$ cat config.mk
export PLATFORM = sky130hd
export DESIGN_NAME = ddr_rd_cmd_sched
export DESIGN_NICKNAME = d
export VERILOG_FILES = /design/src/rtl/ddr_rd_cmd_sched.sv
export SDC_FILE = /design/constraint.sdc
export NUM_CORES = 1
export LEC_CHECK = 0
export CORE_MARGIN = 2
export CORE_UTILIZATION = 55
export DETAILED_ROUTE_END_ITERATION = 8
export HOLD_SLACK_MARGIN = 0.02
export PLACE_DENSITY_LB_ADDON = 0.15
export SLEW_MARGIN = 20
export SYNTH_ARGS = -nofsm -noshare
export SYNTH_HDL_FRONTEND = slang
export SYNTH_SLANG_ARGS = --single-unit
export TNS_END_PERCENT = 1
$ cat constraint.sdc
create_clock -name clk -period 18.8 [get_ports clk]
set_input_delay 2.82 -clock clk [delete_from_list [all_inputs] [get_ports clk]]
set_output_delay 2.82 -clock clk [all_outputs]
set_load 0.1 [all_outputs]
$ cat src/rtl/ddr_rd_cmd_sched.sv
// ddr_rd_cmd_sched: shares one DDR read-command port between two strided-burst
// descriptor channels. Each channel expands its descriptor into individual burst
// commands. The channels are round-robined at burst granularity. A channel reports
// done once every burst it issued has returned its last data beat.
//
// Ports:
//   clk, rst                 clock, asynchronous active-high reset
//   ddrN_start               one-cycle pulse; captures the channel N descriptor
//   ddrN_st_addr/_burst/_step/_burst_num  descriptor fields
//   ddrN_done                level; channel N idle with its job complete
//   cmd_valid/ready/addr/len/id  burst command to the DDR read port
//   resp_valid/last/id       read data beats returned by the DDR port
//   err                      sticky; a completion arrived with nothing outstanding
module ddr_rd_cmd_sched #(
    parameter int unsigned ADDR_W   = 32,
    parameter int unsigned LEN_W    = 16,
    parameter int unsigned MAX_OUTS = 4
) (
    input  logic              clk,
    input  logic              rst,
    input  logic              ddr1_start,
    input  logic [ADDR_W-1:0] ddr1_st_addr,
    input  logic [LEN_W-1:0]  ddr1_burst,
    input  logic [ADDR_W-1:0] ddr1_step,
    input  logic [LEN_W-1:0]  ddr1_burst_num,
    output logic              ddr1_done,
    input  logic              ddr2_start,
    input  logic [ADDR_W-1:0] ddr2_st_addr,
    input  logic [LEN_W-1:0]  ddr2_burst,
    input  logic [ADDR_W-1:0] ddr2_step,
    input  logic [LEN_W-1:0]  ddr2_burst_num,
    output logic              ddr2_done,
    output logic              cmd_valid,
    input  logic              cmd_ready,
    output logic [ADDR_W-1:0] cmd_addr,
    output logic [LEN_W-1:0]  cmd_len,
    output logic              cmd_id,
    input  logic              resp_valid,
    input  logic              resp_last,
    input  logic              resp_id,
    output logic              err
);

    localparam int unsigned OW = $clog2(MAX_OUTS) + 1;
    localparam logic [OW:0] MaxOuts = (OW+1)'(MAX_OUTS);

    typedef enum logic [1:0] {IDLE, ISSUE, DRAIN} state_t;

    // Channel inputs gathered into arrays so both channels share one description.
    logic              start    [2];
    logic [ADDR_W-1:0] in_addr  [2];
    logic [LEN_W-1:0]  in_burst [2];
    logic [ADDR_W-1:0] in_step  [2];
    logic [LEN_W-1:0]  in_num   [2];

    assign start[0]    = ddr1_start;
    assign start[1]    = ddr2_start;
    assign in_addr[0]  = ddr1_st_addr;
    assign in_addr[1]  = ddr2_st_addr;
    assign in_burst[0] = ddr1_burst;
    assign in_burst[1] = ddr2_burst;
    assign in_step[0]  = ddr1_step;
    assign in_step[1]  = ddr2_step;
    assign in_num[0]   = ddr1_burst_num;
    assign in_num[1]   = ddr2_burst_num;

    state_t            st        [2];
    logic [ADDR_W-1:0] next_addr [2];
    logic [ADDR_W-1:0] step      [2];
    logic [LEN_W-1:0]  blen      [2];
    logic [LEN_W-1:0]  remaining [2];
    logic [OW-1:0]     outs      [2];
    logic [1:0]        done_q;
    logic              last_gnt;

    logic [1:0]  pend, elig, take, hs, cpl;
    logic [OW:0] inflight [2];
    logic        load, gnt;

    assign ddr1_done = done_q[0];
    assign ddr2_done = done_q[1];
    assign load      = !cmd_valid || cmd_ready;
    // Both eligible: alternate; otherwise the single eligible channel wins.
    assign gnt       = (elig[0] && elig[1]) ? ~last_gnt : elig[1];

    always_comb begin
        for (int c = 0; c < 2; c++) begin
            pend[c]     = cmd_valid && (cmd_id == 1'(c));
            // A loaded but not yet accepted command already counts against the cap.
            inflight[c] = {1'b0, outs[c]} + (OW+1)'(pend[c]);
            elig[c]     = (st[c] == ISSUE) && (remaining[c] != '0) && (inflight[c] < MaxOuts);
            take[c]     = load && elig[c] && (gnt == 1'(c));
            hs[c]       = pend[c] && cmd_ready;
            cpl[c]      = resp_valid && resp_last && (resp_id == 1'(c));
        end
    end

    always_ff @(posedge clk or posedge rst) begin
        if (rst) begin
            cmd_valid <= 1'b0;
            cmd_addr  <= '0;
            cmd_len   <= '0;
            cmd_id    <= 1'b0;
            last_gnt  <= 1'b1;
            err       <= 1'b0;
            done_q    <= 2'b11;
            for (int c = 0; c < 2; c++) begin
                st[c]        <= IDLE;
                next_addr[c] <= '0;
                step[c]      <= '0;
                blen[c]      <= '0;
                remaining[c] <= '0;
                outs[c]      <= '0;
            end
        end else begin
            if (load) begin
                cmd_valid <= |elig;
                if (|elig) begin
                    cmd_addr <= next_addr[gnt];
                    cmd_len  <= blen[gnt];
                    cmd_id   <= gnt;
                    last_gnt <= gnt;
                end
            end

            for (int c = 0; c < 2; c++) begin
                unique case (st[c])
                    IDLE: begin
                        if (start[c] && in_num[c] != '0 && in_burst[c] != '0) begin
                            next_addr[c] <= in_addr[c];
                            step[c]      <= in_step[c];
                            blen[c]      <= in_burst[c];
                            remaining[c] <= in_num[c];
                            done_q[c]    <= 1'b0;
                            st[c]        <= ISSUE;
                        end
                    end
                    ISSUE: begin
                        if (take[c]) begin
                            remaining[c] <= remaining[c] - LEN_W'(1);
                            next_addr[c] <= next_addr[c] + step[c];
                        end
                        // Leave only once the final loaded burst has been accepted.
                        if (remaining[c] == '0 && (!pend[c] || cmd_ready)) begin
                            st[c] <= DRAIN;
                        end
                    end
                    DRAIN: begin
                        if (outs[c] == '0) begin
                            done_q[c] <= 1'b1;
                            st[c]     <= IDLE;
                        end
                    end
                    default: st[c] <= IDLE;
                endcase

                if (cpl[c] && outs[c] == '0) begin
                    err <= 1'b1;
                end
                if (hs[c] && !(cpl[c] && outs[c] != '0)) begin
                    outs[c] <= outs[c] + OW'(1);
                end else if (!hs[c] && cpl[c] && outs[c] != '0) begin
                    outs[c] <= outs[c] - OW'(1);
                end
            end
        end
    end

`ifndef SYNTHESIS
    always @(posedge clk) begin
        if (!rst) begin
            assert (!(ddr1_start && st[0] != IDLE)) else $error("ddr1_start while busy");
            assert (!(ddr2_start && st[1] != IDLE)) else $error("ddr2_start while busy");
        end
    end
`endif

endmodule

-- Word level (Yosys, flattened, before mapping)
Cells that the tools add are included.
- register bits: 256
- latch bits: 0
- RAM bits: 0
- memory bits (read-only): 0
- input bits: 200
- output and inout bits: 53
- word-level logic and storage cells: 162
- memories kept: 0
- add/sub/neg operators: 10
- multipliers: 0
- div/mod/pow operators: 0
- $lt $le $gt $ge: 3
- eq/ne operators: 12
- shift operators: 0
- multiplexer cells: 39
- bitwise operators: 5
- reduce and logical (&&, ||, !) cells: 73
- operators by type and width (cell ; number):
    two-way mux 32 bit ; 7
    case mux 32 bit (2 select lines) ; 2
    two-way mux 16 bit ; 7
    nonzero test 16 bit ; 6
    adder 32 bit ; 2
    case mux 16 bit (2 select lines) ; 2
    logical AND 1 bit ; 32
    zero test 16 bit ; 2
    subtractor 16 x 1 -> 16 bit, second input constant ; 2
    AND reduction 3 bit ; 6
    nonzero test 2 bit ; 7
    two-way mux 2 bit ; 6
    two-way mux 3 bit ; 4
    != test 2 bit, second input constant ; 6
    case mux 2 bit (3 select lines) ; 2
    adder 3 x 1 -> 4 bit ; 2
    < comparator 4 x 3 -> 1 bit, second input constant ; 2
    zero test 1 bit ; 7
    two-way mux 1 bit ; 7
    adder 3 x 1 -> 3 bit, second input constant ; 2
    zero test 3 bit ; 2
    AND reduction 2 bit ; 3
    nonzero test 3 bit ; 2
    subtractor 3 x 1 -> 3 bit, second input constant ; 2
    other kinds (10) ; 20

-- Depth between registers and ports, before layout
Gate-level depths: netlist of run 1.
- depth in word-level cells: 11
- mapped depth: 12

-- Worst setup path before layout of run 1
OpenSTA, ideal clock, no wires.
- kind: input-to-reg
- start: in ddr1_burst_num[11]
- end: reg next_addr[58] in the netlist's numbering
- library setup time: 131 ps
- arrival time: 4401 ps
- data required time: 18669 ps
- slack: 14268 ps
- stages on the path: 9
- path buffers: 1
- cell sequence: nor4_1 -> nand4_1 -> nand4_1 -> clkinv_1 -> or2_1 -> buf_6 -> nand3_1 -> nor2_1 -> or3_1
- cells in the longest elaborated chain, start to end: 5
- RTL lines (item ; line ; text):
    start, declared ; 25 ; input logic [LEN_W-1:0] ddr1_burst_num,
    nonzero test 16 bit ; 129 ; if (start[c] && in_num[c] != '0 && in_burst[c] != '0) begin
    logical AND 1 bit (2 in a row) ; 129 ;
    != test 2 bit (no source line) ; - ;
    AND reduction 3 bit (no source line) ; - ;
    end signal, assigned by index ; 130 ; next_addr[c] <= in_addr[c];
    end signal, assigned by index ; 141 ; next_addr[c] <= next_addr[c] + step[c];
    end, declared ; 68 ; logic [ADDR_W-1:0] next_addr [2];
Every way passes these cells.
A chain may end at the register's enable or synchronous reset.

-- Final worst setup path of run 1
- start: in ddr1_burst_num[14]
- end: reg next_addr[63] in the netlist's numbering
Same word-level chain as after synthesis.

==> results of run 1 <==
[sequential cells by signal, indices dropped and copies added (netlist names)]
signal	cells
next_addr	64
step	64
blen	32
cmd_addr	32
remaining	32
cmd_len	16
outs	6
st	4
done_q	2
cmd_id	1
cmd_valid	1
err	1
last_gnt	1
[critical path: cells and delay by family]
kind | cells | cell delay, ns
buffers and inverters | 5 | 1.82
and+or+nand+nor | 5 | 1.33
AOI/OAI and AO/OA | 3 | 0.48
[kinds of logic (layout without fill, tap and decap cells)]
kind of cell	count (synthesis)	after routing
other	0	3
DFF	256	256
and+or+nand+nor	754	754
adders and majority gates	70	70
buffers and inverters	108	340
xor gates and xnor gates	51	51
AOI/OAI and AO/OA	438	438
muxes	56	56
[worst max path at each step]
stage / end / cells after the start
2_1_floorplan: blen[0] / 1
3_3_place_gp: next_addr[58] / 12
3_5_place_dp: next_addr[63] / 13
4_1_cts: next_addr[63] / 13
5_1_grt: next_addr[63] / 13
6_report: next_addr[63] / 13
[power breakdown]
group | internal [mW] | switching, mW | total, mW
logic | 0.730 | 1.26 | 1.99
registers | 0.790 | 0.228 | 1.02
clock network | 0.312 | 0.222 | 0.534
total | 1.83 | 1.71 | 3.54
[per-layer routing]
layer | up-vias | wire, µm
met3 | 95 | 3346
li1 | 6475 | -
met2 | 586 | 19830
met1 | 6515 | 18490
met5 | - | 13
met4 | 2 | 1509
[metrics by stage]
step                      instances  area (µm²)
after global placement         2252       17440
after detailed placement       2252       17440
after global routing           2303       18380
after floorplan                1733       14740
final                          2303       18380
after CTS                      2298       18320
[cells in the final DEF, fill, tap and decap left out, drive strengths merged, types with 15 or more instances in the layout]
cell type      count
nand4             15
a21oi            137
dfrtp            253
clkbuf            39
or3               21
a31oi             26
o21ai            139
clkdlybuf4s50    252
mux2i             51
nand3             35
buf               16
nor4              18
nand2            473
a21o              45
xor2              19
nor3              23
xnor2             32
ha                66
nor2             103
inv               26
[area by class of cell]
type,instances,area (µm²),area share
multi-input cells,1369,7879,0.4288
inverters,26,105.1,0.005720
clock buffers,39,813.3,0.04426
well taps,335,419.2,0.02281
repair buffers,268,2675,0.1456
clock inverters,7,66.31,0.003609
flip-flops and latches,256,6410,0.3488
diodes,3,7.507,0.0004086
==> results.json, run 1 <==
{
  "status": "completed",
  "numPortBuffers": 252,
  "pre_cts_slack_ns": 12.28,
  "ys_top_cells_by_area": "dfrtp_1 43%, nand2_1 12%, ha_1 5.6%",
  "wl_per_cell_um": 18.75,
  "drt-initial-drc-count": 1247,
  "r2r_slack_ns": 15.22,
  "critical_path.startpoint": "ddr1_burst_num[14]",
  "synthAdderAreaFrac": 0.06144,
  "synth_common_cells": "473 x nand2_1, 253 x dfrtp_1, 136 x a21oi_1",
  "grt_pass1_wl_um": 69120,
  "top_usage_layer": "met2",
  "cts_sinks": 256,
  "synth-compound-area-share": 0.1797,
  "clk_pin_slew_worst_paths_ns": 0.06,
  "p_leak_nw": 8.633,
  "utilization": 0.7012,
  "nets": 2220,
  "worstSetupPathType": "in -> reg",
  "syn_to_final_growth_pct": 24.64,
  "setup_tns_ns": 0,
  "ys_ff_latch": 256,
  "yosysTopAreaCell": "dfrtp_1",
  "drive_above_1_share": 0.04733,
  "grt_use_met1": 0.4248,
  "core-area_um2": 26210,
  "cp_max_fo": 53,
  "synth_top_family_by_area": "simple AND/OR/NAND/NOR gates",
  "post-route-period-util": 0.3226,
  "insertion_delay_ns": 0.55,
  "synth_cell_types": 75,
  "cts_tree": "yes",
  "hold_end": "err",
  "min_path_cells": 1,
  "antenna_found_initial": 4,
  "synthXorXnorAreaFrac": 0.03030,
  "worst_path_max_delay_cell": "buf_4",
  "ioPinCount": 253,
  "total_power_mw": 3.544,
  "worst_slack_ns": 12.73,
  "rows": 59,
  "numCtsBuffers": 29,
  "yosysTopAreaCellShare": 0.4294,
  "period_needed_ns": 6.066,
  "grt_usage": 0.3055,
  "dr.pass1.iters": 6,
  "route.detailed.drc": 0,
  "tightest_slew_ns": 1.113,
  "required_ns": 19.25,
  "start_util": 0.5626,
  "cp.arrival_ns": 6.52,
  "grt_pass1_vias": 12980,
  "cap_violations": 0,
  "fin_skew_ns": 0.01763,
  "syn_area_per_cell_um2": 8.507,
  "dieArea_um2": 28130,
  "crit_chain": "clkdlybuf4s50_1 > nor4_1 > nand4_1 > nand4_1 > buf_4 > clkinv_1 > buf_4 > or2_1 > buf_4 > nand3_1 > o21ai_1 > a31o_1 > a21oi_1",
  "reg2regPathDepth": 11,
  "cts_resized": 0,
  "ir_worst_vdd_mv": 0.1951,
  "slew_headroom": 0.2558,
  "grt.overflow.total": 0,
  "max_stage_delay_ns": 0.51,
  "hold_class": "reg -> reg",
  "synthMuxAreaShare": 0.03845,
  "synth-edff-count": 0,
  "fillers": 2055,
  "vias_per_cell": 5.937,
  "cts.path.max_buffers": 3,
  "ys_seq_area_frac": 0.4348,
  "hold_start": "err",
  "netlist_instances": 1733,
  "yosys.area_share.simple": 0.2226,
  "die_h_um": 167.7,
  "ant_nets": 0,
  "fin_hold_ws_ns": 0.4697,
  "yosysMostFrequentCell": "nand2_1",
  "globalRouteMet2Util": 0.4830,
  "cpMostUsedCell": "buf_4",
  "clock-root-buffer": "clkbuf_16",
  "timing.fmax_mhz": 164.9,
  "rsz0062_at_grt": "false",
  "syn_area_um2": 14740,
  "htreeDepth": 1,
  "maxSlewViolCount": 0,
  "chipWidth_um": 167.7,
  "gp_congestion": 0.9387,
  "yosysWarnings": 0,
  "synthArstFlopShare": 1.000,
  "grt_start_max_net_pins": 119,
  "vias": 13670,
  "wirelength_um": 43190,
  "r2r-start": "next_addr[0]",
  "synthFlopType": "dfrtp_1",
  "endpoint_kind": "register",
  "dp_hpwl_um": 30910,
  "post-cts-setup-buffers": 0,
  "hold_buffers": 0,
  "hold_violations": 0,
  "r2r_end": "next_addr[26]",
  "power_density_nw_per_um2": 192.9,
  "start_kind": "input pin",
  "syn-num-nets": 2003,
  "finalSetupViolCount": 0,
  "use_met3": 0.05672
}
Power figures use the tool's default switching activity.
==> run 2, diff against run 1 <==
--- a/config.mk
+++ b/config.mk
@@ -6,7 +6,7 @@
 export NUM_CORES = 1
 export LEC_CHECK = 0
 export CORE_MARGIN = 2
-export CORE_UTILIZATION = 55
+export CORE_UTILIZATION = 54
 export DETAILED_ROUTE_END_ITERATION = 8
 export HOLD_SLACK_MARGIN = 0.02
 export PLACE_DENSITY_LB_ADDON = 0.15
==> constraint.sdc (replaced) <==
create_clock -name clk -period 5.7 [get_ports clk]
set_input_delay 0.855 -clock clk [delete_from_list [all_inputs] [get_ports clk]]
set_output_delay 0.855 -clock clk [all_outputs]
set_load 0.1 [all_outputs]
==> results.json, run 2 (synthesis results as in run 1) <==
{
  "numPortBuffers": 252,
  "setup_tns_ns": 0,
  "max_stage_delay_ns": 0.86,
  "cap_violations": 0,
  "top_regs": "next_addr (64), step (64)",
  "p_leak_nw": 8.646,
  "gp_congestion": 0.9267,
  "htreeDepth": 1,
  "grt_usage": 0.3035,
  "status": "completed",
  "worst_path_max_delay_cell": "nor2_2",
  "grt.overflow.total": 0,
  "period_needed_ns": 3.708,
  "rsz0062_at_grt": "false",
  "start_util": 0.5486,
  "tightest_slew_ns": 1.061,
  "slew_headroom": 0.2907,
  "hold_buffers": 0,
  "fillers": 2172,
  "power_density_nw_per_um2": 637.6,
  "clock-root-buffer": "clkbuf_16",
  "finalSetupViolCount": 0,
  "post-cts-setup-buffers": 0,
  "cp.arrival_ns": 4.17,
  "dr.pass1.iters": 6,
  "grt_pass1_wl_um": 69260,
  "vias": 13650,
  "worstSetupPathType": "in -> reg",
  "hold_class": "reg -> reg",
  "timing.fmax_mhz": 269.7,
  "grt_start_max_net_pins": 192,
  "final_cell_area_um2": 18430,
  "ff_latch_area_um2": 6410,
  "cts_sinks": 256,
  "fin_skew_ns": 0.01934,
  "endpoint_kind": "register",
  "placed_area_um2": 17460,
  "required_ns": 6.17,
  "drive_above_1_share": 0.04876,
  "crit_chain": "clkdlybuf4s50_1 > nor4_1 > nand4_1 > nand4_1 > inv_1 > nor2_2 > buf_4 > a21oi_1 > a21oi_1",
  "die_h_um": 169.2,
  "ir_worst_vdd_mv": 0.5444,
  "clk_pin_slew_worst_paths_ns": 0.06,
  "chipWidth_um": 169.2,
  "fin_hold_ws_ns": 0.4790,
  "drt-initial-drc-count": 1362,
  "insertion_delay_ns": 0.55,
  "multi_input_area_um2": 7879,
  "core-area_um2": 26880,
  "numCtsBuffers": 28,
  "grt_pass1_vias": 13040,
  "cts_tree": "yes",
  "vias_per_cell": 5.900,
  "nets": 2220,
  "wl_per_cell_um": 19.18,
  "dieArea_um2": 28640,
  "layout_commonest_cell": "nand2_1",
  "start_kind": "input pin",
  "cp_max_fo": 25,
  "maxSlewViolCount": 0,
  "dp_hpwl_um": 31670,
  "wirelength_um": 44350,
  "post-route-period-util": 0.6505,
  "rows": 60,
  "route.detailed.drc": 0,
  "ioPinCount": 253,
  "syn_to_final_growth_pct": 24.98,
  "ant_nets": 0,
  "cts.path.max_buffers": 3,
  "layout_common_cells": "473 x nand2_1, 253 x dfrtp_1, 252 x clkdlybuf4s50_1",
  "hold_violations": 0,
  "antenna_found_initial": 3,
  "cts_resized": 0
}
## run 2: cell count changes in the layout (fill, tap and decap cells not counted)
cell        previous run  this run
inv_8                  2         0
clkinv_2               5         6
clkinvlp_4             0         2
clkbuf_8               5         6
clkbuf_1               5         6
buf_16                 1         2
## run 2: final cells by class
type,instances,area share
diodes,3,0.0004074
flip-flops and latches,256,0.3479
clock inverters,8,0.003667
well taps,341,0.02316
clock buffers,41,0.04509
multi-input cells,1369,0.4276
repair buffers,269,0.1467
inverters,26,0.005500
## run 2: critical path: cells and delay by family
kind,cells,cell delay [ns]
simple gates,4,2.24
buf+inv,3,0.84
compound gates,2,0.23
## run 2: metal layers
| metal | vias to the layer above | GRT usage | wire length (µm) | share of wire |
|---|---|---|---|---|
| met3 | 92 | 0.04361 | 2823 | 0.064 |
| met1 | 6521 | 0.4172 | 19250 | 0.43 |
| li1 | 6505 | - | - | - |
| met2 | 529 | 0.4953 | 20720 | 0.47 |
| met4 | 0 | 0.1059 | 1564 | 0.035 |
| met5 | - | 0 | 0 | 0 |
## run 2: report_power, final
group          internal [mW]  switching, mW
Clock                   1.05          0.751
Combinational           2.41           4.20
Sequential              2.61          0.739
Total                   6.06           5.69
## run 2: through the flow
step	worst slack [ns]	cells	power (mW)	utilization
final	1.992	2313	11.75	0.6856
after global routing	1.722	2313	12.57	0.6856
after CTS	1.999	2308	11.70	0.6832
after detailed placement	1.455	2259	9.847	0.6498
after floorplan	1.476	1733	8.242	-
after global placement	1.575	2259	9.655	0.6498
## run 2: final timing paths
path                            slack [ns]  depth (start not counted)       endpoint         startpoint
worst min-delay path                  0.48                          2        blen[6]            blen[6]
min in group asynchronous             0.68                          2     cmd_len[7]                rst
worst max-delay path                  1.99                          9  next_addr[17]  ddr2_burst_num[3]
worst min register to register        0.48                          2        blen[6]            blen[6]
worst max register to register        2.00                          8  next_addr[13]              st[1]
max in group asynchronous             3.65                          4       step[36]                rst
